### src/rtl/cson_isa_pkg.sv
// Shared ISA definitions for the decode stage: field layout, class and
// condition encodings, decode FSM states and the flag scoreboard depth.
package cson_isa_pkg;

   localparam int FLAG_DEPTH_DEF = 3;

   localparam int COND_LSB = 28;
   localparam int CLS_LSB  = 26;
   localparam int OP_LSB   = 22;
   localparam int S_BIT    = 21;
   localparam int RD_LSB   = 16;
   localparam int RS1_LSB  = 11;
   localparam int RS2_LSB  = 6;

   typedef enum logic [1:0] {
      CLS_REG = 2'b00,
      CLS_IMM = 2'b01,
      CLS_MEM = 2'b10,
      CLS_BR  = 2'b11
   } cls_t;

   typedef enum logic [3:0] {
      COND_EQ = 4'h0, COND_NE = 4'h1, COND_CS = 4'h2, COND_CC = 4'h3,
      COND_MI = 4'h4, COND_PL = 4'h5, COND_VS = 4'h6, COND_VC = 4'h7,
      COND_HI = 4'h8, COND_LS = 4'h9, COND_GE = 4'hA, COND_LT = 4'hB,
      COND_GT = 4'hC, COND_LE = 4'hD, COND_AL = 4'hE, COND_NV = 4'hF
   } cond_t;

   typedef enum logic [1:0] {
      ST_EMPTY      = 2'd0,
      ST_WAIT_FLAGS = 2'd1,
      ST_OUT        = 2'd2
   } state_t;

   // Branch offsets are word offsets, hence the shift by two.
   function automatic logic [31:0] decode_imm(input logic [31:0] ir);
      logic [31:0] imm;
      case (ir[CLS_LSB +: 2])
         CLS_IMM: imm = {21'd0, ir[10:0]};
         CLS_MEM: imm = {{21{ir[10]}}, ir[10:0]};
         CLS_BR:  imm = {{4{ir[25]}}, ir[25:0], 2'b00};
         default: imm = 32'd0;
      endcase
      return imm;
   endfunction

endpackage

### src/rtl/cond_eval.sv
// Resolves an ARM-style condition code against the {N,Z,C,V} flags.
module cond_eval
   import cson_isa_pkg::*;
(
   input  logic [3:0] cond,
   input  logic [3:0] NZCV,
   output logic       pass
);

   logic n, z, c, v;

   assign {n, z, c, v} = NZCV;

   always_comb begin
      pass = 1'b0;
      case (cond)
         COND_EQ: pass = z;
         COND_NE: pass = !z;
         COND_CS: pass = c;
         COND_CC: pass = !c;
         COND_MI: pass = n;
         COND_PL: pass = !n;
         COND_VS: pass = v;
         COND_VC: pass = !v;
         COND_HI: pass = c && !z;
         COND_LS: pass = !c || z;
         COND_GE: pass = (n == v);
         COND_LT: pass = (n != v);
         COND_GT: pass = !z && (n == v);
         COND_LE: pass = z || (n != v);
         COND_AL: pass = 1'b1;
         default: pass = 1'b0;
      endcase
   end

endmodule

### src/rtl/decode_instruction.sv
// Decode stage: splits the IR into fields, resolves the condition against
// NZCV once pending flag writers drain, and hands one result to execute.
module decode_instruction
   import cson_isa_pkg::*;
#(
   parameter int FLAG_DEPTH = FLAG_DEPTH_DEF
) (
   input  logic        clk,
   input  logic        rst,
   input  logic [31:0] IR,
   input  logic        W_IR_valid,
   output logic        ir_ready,
   input  logic [3:0]  NZCV,
   input  logic        flags_wr,
   output logic        dec_valid,
   input  logic        dec_ready,
   output logic [1:0]  dec_cls,
   output logic [3:0]  dec_op,
   output logic        dec_s,
   output logic [4:0]  dec_rd,
   output logic [4:0]  dec_rs1,
   output logic [4:0]  dec_rs2,
   output logic [31:0] dec_imm,
   output logic        dec_exec,
   output logic [1:0]  fsm_state,
   output logic [1:0]  pend_cnt
);

   // Handshakes: a transfer happens on a rising edge where valid and ready
   // are both high; valid is held, with its payload stable, until then.

   localparam logic [1:0] DEPTH_CNT = 2'(FLAG_DEPTH);

   state_t      state_q, state_d;
   logic [1:0]  pend_q, pend_d;
   logic [3:0]  cond_q, cond_d;
   logic        valid_q, valid_d;
   logic [1:0]  cls_q, cls_d;
   logic [3:0]  op_q, op_d;
   logic        s_q, s_d;
   logic [4:0]  rd_q, rd_d;
   logic [4:0]  rs1_q, rs1_d;
   logic [4:0]  rs2_q, rs2_d;
   logic [31:0] imm_q, imm_d;
   logic        exec_q, exec_d;

   logic        handoff, capture, pend_inc, pend_dec, pass;
   logic [1:0]  ir_cls;
   logic [3:0]  ir_cond, cond_sel;

   assign ir_cls   = IR[CLS_LSB +: 2];
   assign ir_cond  = IR[COND_LSB +: 4];
   assign ir_ready = rst && ((state_q == ST_EMPTY) ||
                             ((state_q == ST_OUT) && valid_q && dec_ready));
   assign handoff  = valid_q && dec_ready;
   assign capture  = W_IR_valid && ir_ready;
   assign pend_inc = handoff && s_q && exec_q;
   assign pend_dec = flags_wr && (pend_q != 2'd0);
   assign pend_d   = pend_q + {1'b0, pend_inc} - {1'b0, pend_dec};

   // Only one condition is ever resolved per cycle: the held one while
   // waiting for flags, otherwise the one arriving on IR.
   assign cond_sel = (state_q == ST_WAIT_FLAGS) ? cond_q : ir_cond;

   cond_eval u_cond_eval (
      .cond (cond_sel),
      .NZCV (NZCV),
      .pass (pass)
   );

   always_comb begin
      state_d = state_q;
      cond_d  = cond_q;
      cls_d   = cls_q;
      op_d    = op_q;
      s_d     = s_q;
      rd_d    = rd_q;
      rs1_d   = rs1_q;
      rs2_d   = rs2_q;
      imm_d   = imm_q;
      exec_d  = exec_q;

      case (state_q)
         ST_EMPTY: ;
         ST_WAIT_FLAGS: begin
            if (pend_q == 2'd0) begin
               exec_d  = pass;
               state_d = ST_OUT;
            end
         end
         ST_OUT: begin
            if (handoff) state_d = ST_EMPTY;
         end
         default: state_d = ST_EMPTY;
      endcase

      if (capture) begin
         cls_d  = ir_cls;
         op_d   = (ir_cls != CLS_BR) ? IR[OP_LSB +: 4] : 4'd0;
         s_d    = (ir_cls == CLS_REG || ir_cls == CLS_IMM) ? IR[S_BIT] : 1'b0;
         rd_d   = (ir_cls != CLS_BR) ? IR[RD_LSB +: 5] : 5'd0;
         rs1_d  = (ir_cls != CLS_BR) ? IR[RS1_LSB +: 5] : 5'd0;
         rs2_d  = (ir_cls == CLS_REG) ? IR[RS2_LSB +: 5] : 5'd0;
         imm_d  = decode_imm(IR);
         cond_d = ir_cond;
         // The count used here includes this cycle's handoff and flags_wr.
         if (ir_cond == COND_AL || ir_cond == COND_NV || pend_d == 2'd0) begin
            state_d = ST_OUT;
            exec_d  = pass;
         end else begin
            state_d = ST_WAIT_FLAGS;
            exec_d  = 1'b0;
         end
      end

      // A flag-setter is held back when the scoreboard has no free slot.
      valid_d = (state_d == ST_OUT) && !(s_d && exec_d && (pend_d == DEPTH_CNT));
   end

   always_ff @(posedge clk) begin
      if (!rst) begin
         state_q <= ST_EMPTY;
         pend_q  <= 2'd0;
         cond_q  <= 4'd0;
         valid_q <= 1'b0;
         cls_q   <= 2'd0;
         op_q    <= 4'd0;
         s_q     <= 1'b0;
         rd_q    <= 5'd0;
         rs1_q   <= 5'd0;
         rs2_q   <= 5'd0;
         imm_q   <= 32'd0;
         exec_q  <= 1'b0;
      end else begin
         state_q <= state_d;
         pend_q  <= pend_d;
         cond_q  <= cond_d;
         valid_q <= valid_d;
         cls_q   <= cls_d;
         op_q    <= op_d;
         s_q     <= s_d;
         rd_q    <= rd_d;
         rs1_q   <= rs1_d;
         rs2_q   <= rs2_d;
         imm_q   <= imm_d;
         exec_q  <= exec_d;
      end
   end

   assign dec_valid = valid_q;
   assign dec_cls   = cls_q;
   assign dec_op    = op_q;
   assign dec_s     = s_q;
   assign dec_rd    = rd_q;
   assign dec_rs1   = rs1_q;
   assign dec_rs2   = rs2_q;
   assign dec_imm   = imm_q;
   assign dec_exec  = exec_q;
   assign fsm_state = state_q;
   assign pend_cnt  = pend_q;

endmodule

### config.mk
export PLATFORM = sky130hd
export DESIGN_NAME = decode_instruction
export DESIGN_NICKNAME = d
export VERILOG_FILES = /design/src/rtl/cson_isa_pkg.sv /design/src/rtl/cond_eval.sv /design/src/rtl/decode_instruction.sv
export SDC_FILE = /design/constraint.sdc
export NUM_CORES = 1
export LEC_CHECK = 0
export ABC_AREA = 0
export CAP_MARGIN = 20
export CORE_UTILIZATION = 49
export DETAILED_ROUTE_END_ITERATION = 8
export GPL_TIMING_DRIVEN = 0
export HOLD_SLACK_MARGIN = 0.08
export PLACE_DENSITY = 0.95
export SYNTH_ARGS = -nofsm -noshare
export SYNTH_HDL_FRONTEND = slang
export SYNTH_SLANG_ARGS = --single-unit
export TNS_END_PERCENT = 1
### constraint.sdc
create_clock -name clk -period 2.8 [get_ports clk]
set_input_delay 0.28 -clock clk [delete_from_list [all_inputs] [get_ports clk]]
set_output_delay 0.28 -clock clk [all_outputs]
set_load 0.02 [all_outputs]
==> flow_summary.yaml <==
status:
  status: "finished clean"
sta:
  post-route-min-period_ns: 2.21
  hold_violations: 0
  setup_viol: 0
  fin_crit_sh_pct: 78.9
  clock_skew_ns: 0.00910
  max_freq_mhz: 453
  finalMaxSlewViolations: 0
  tightest_slew_ns: 0.595
  fin_tns_setup_ns: 0
  setup_slack_ns: 0.592
  relSlewSlack_pct: 60.0
  rsz0062_at_grt: "no"
synth:
  syn_inst: 353
  synth-warning-count: 0
  synth-seq-area-share_pct: 41.1
  syn_avg_cell_area_sq_um: 8.28
  syn_nets: 396
  synth_top_area_share_pct: 41.1
  yosysTopAreaCell: "dfxtp_1"
  ys_types: 44
  ys_ff_latch: 60
  synth_area_sq_um: 2920
  ys_top_cells_by_area: "dfxtp_1, a21boi_0, nand2_1"
routing:
  vias: 3141
  viasPerCell: 5.83
  wl_mm: 8.93
  detail-route-antenna-nets: 0
  drt_iter0_drc: 215
  drc: 0
  drt_first_pass_iters: 5
  wl_per_cell_microns: 16.6
layout:
  fill_cells: 391
  final_cells: 539
  utilization_pct: 74.6
  fin_nets: 505
  layout-drive-gt1-share_pct: 6.85
  area_growth_pct: 44.0
  final_cell_mix: "clkdlybuf4s50_1, dfxtp_1, nand2_1"
  multiInputGateArea_sq_um: 1560
  layout_commonest_cell: "clkdlybuf4s50_1"
  seqCellArea_sq_um: 1200
  diodes: 0
cts:
  cts_sinks: 60
  cts_max_path_buffers: 2
  root_buffer: "clkbuf_8"
  cts_buffers: 9
  clk-insertion-delay-late_ns: 0.34
  cts_max_level: 3
  cts_tree: "built"
  ctsResizeCount: 0
  hold_buffers: 0
  clk_pin_slew_ns: 0.07
  post-cts-setup-buffers: 0
die:
  io_pins: 102
  initial_core_util_pct: 51.8
  core_sq_um: 5640
  dieArea_sq_um: 6280
  rows: 27
  dieHeight_microns: 79.3
  die_w_microns: 79.3
place:
  post-place-ws_ns: 0.387
  port_buffers: 98
  placedCellCount: 523
  dp_hpwl_mm: 6.23
  gp_congestion: 0.928
setup_path:
  r2r_end: "dec_rd[4]"
  required_ns: 3.06
  rr_startpoint: "fsm_state[1]"
  start_kind: "register"
  endpoint: "dec_rd[4]"
  regToRegSetupSlack_ns: 0.59
  end_kind: "register"
  path_class: "reg2reg"
  crit_arrival_ns: 2.47
  startpoint: "fsm_state[1]"
  worstPathMaxFanout: 10
  r2r_cells: 6
worst_hold_path:
  hold_depth: 3
  hold_path_class: "in2reg"
pwr:
  powerDensity_nw_per_um2: 624
  vdd_drop_max_mv: 0.603
  leakage_nw: 1.60
global_route:
  grt_pass1_vias: 3037
  antenna_found_initial: 0
  gr-usage-all-layers_pct: 29.3
  grt_pass1_wl_mm: 14.2
  gr-total-overflow: 0
  grt_max_degree: 12
flow_run:
  maxCapViolations: 0
-- how the worst min path moves through the flow --
stage                     from          to  slack [ns]
floorplan               IR[30]   cond_q[2]        0.42
global placement     dec_rd[4]   dec_rd[4]        0.45
detailed placement  dec_rs2[4]  dec_rs2[4]        0.46
CTS                     IR[31]   cond_q[3]        0.32
global route            IR[31]   cond_q[3]        0.37
finish                  IR[31]   cond_q[3]        0.33
-- synthesized netlist by cell type, drive strengths merged --
master   count
a31o         1
nor2b       11
nor3         2
o21ai       22
a211oi       9
nand2       46
a31oi        2
xnor2        2
o211a        1
o21a         1
nand4b       1
mux2i       16
a21oi       33
clkbuf      18
nand3       23
xor2         2
o311ai       1
nand4        1
dfxtp       60
nor2        23
o32ai        1
nand2b       2
nor4         1
and4b        2
a221o        1
and2         4
nand3b       2
buf         13
mux2         2
o211ai       4
nor4bb       2
a21boi      30
and3b        1
inv          4
a21bo        1
ha           2
and3         3
o2111ai      3
-- critical path, stage by stage (launching register included) --
cell	delay (ns)
dfxtp_1	0.50
a21bo_2	0.29
nand4b_1	0.31
buf_2	0.31
buf_1	0.42
nand2_1	0.11
a21boi_0	0.18
-- per-stage QoR --
stage          hold WS [ns]  instance area, sq um  total power (W)
2_1_floorplan         0.425                  2920          0.00144
3_3_place_gp          0.449                  4000          0.00176
3_5_place_dp          0.459                  4000          0.00178
4_1_cts               0.324                  4210          0.00262
5_1_grt               0.367                  4210          0.00273
6_report              0.331                  4210          0.00263
-- state kept, by name, indices dropped and copies added (netlist names) --
name       cells
dec_imm       28
dec_rs2        5
dec_op         4
dec_rd         5
pend_cnt       2
fsm_state      2
dec_s          1
dec_rs1        5
cond_q         4
dec_valid      1
dec_cls        2
dec_exec       1
-- power breakdown --
group          internal, W  switching (W)
registers         0.000937      0.0000715
clock network     0.000497       0.000353
logic             0.000352       0.000416
-- cell families (layout without fill, tap and decap cells) --
logic type | Yosys count | in the layout | share of synthesized area (%)
buf+inv | 35 | 149 | 5.43
compound gates | 110 | 110 | 24.0
flops | 60 | 60 | 41.1
mux | 18 | 18 | 6.67
fa+ha+maj | 2 | 2 | 0.856
simple gates | 124 | 124 | 20.8
xor+xnor | 4 | 4 | 1.20
-- per-layer routing --
| layer | vias up | routed length [microns] | global-route usage (%) |
|---|---|---|---|
| met5 | - | 0 | 0 |
| met4 | 0 | 189 | 14.5 |
| met3 | 25 | 765 | 7.13 |
| met2 | 183 | 4470 | 50.0 |
| met1 | 1469 | 3500 | 33.9 |
| li1 | 1464 | - | - |
-- area by class of cell --
type | count | area share, %
Buffer | 31 | 3.42
Clock buffer | 9 | 2.94
Clock inverter | 7 | 2.17
Inverter | 4 | 0.357
Multi-Input combinational cell | 258 | 37.1
Sequential cell | 60 | 28.5
Tap cell | 72 | 2.14
Timing Repair Buffer | 98 | 23.3
Note: power is estimated with default switching activity, not from simulation.
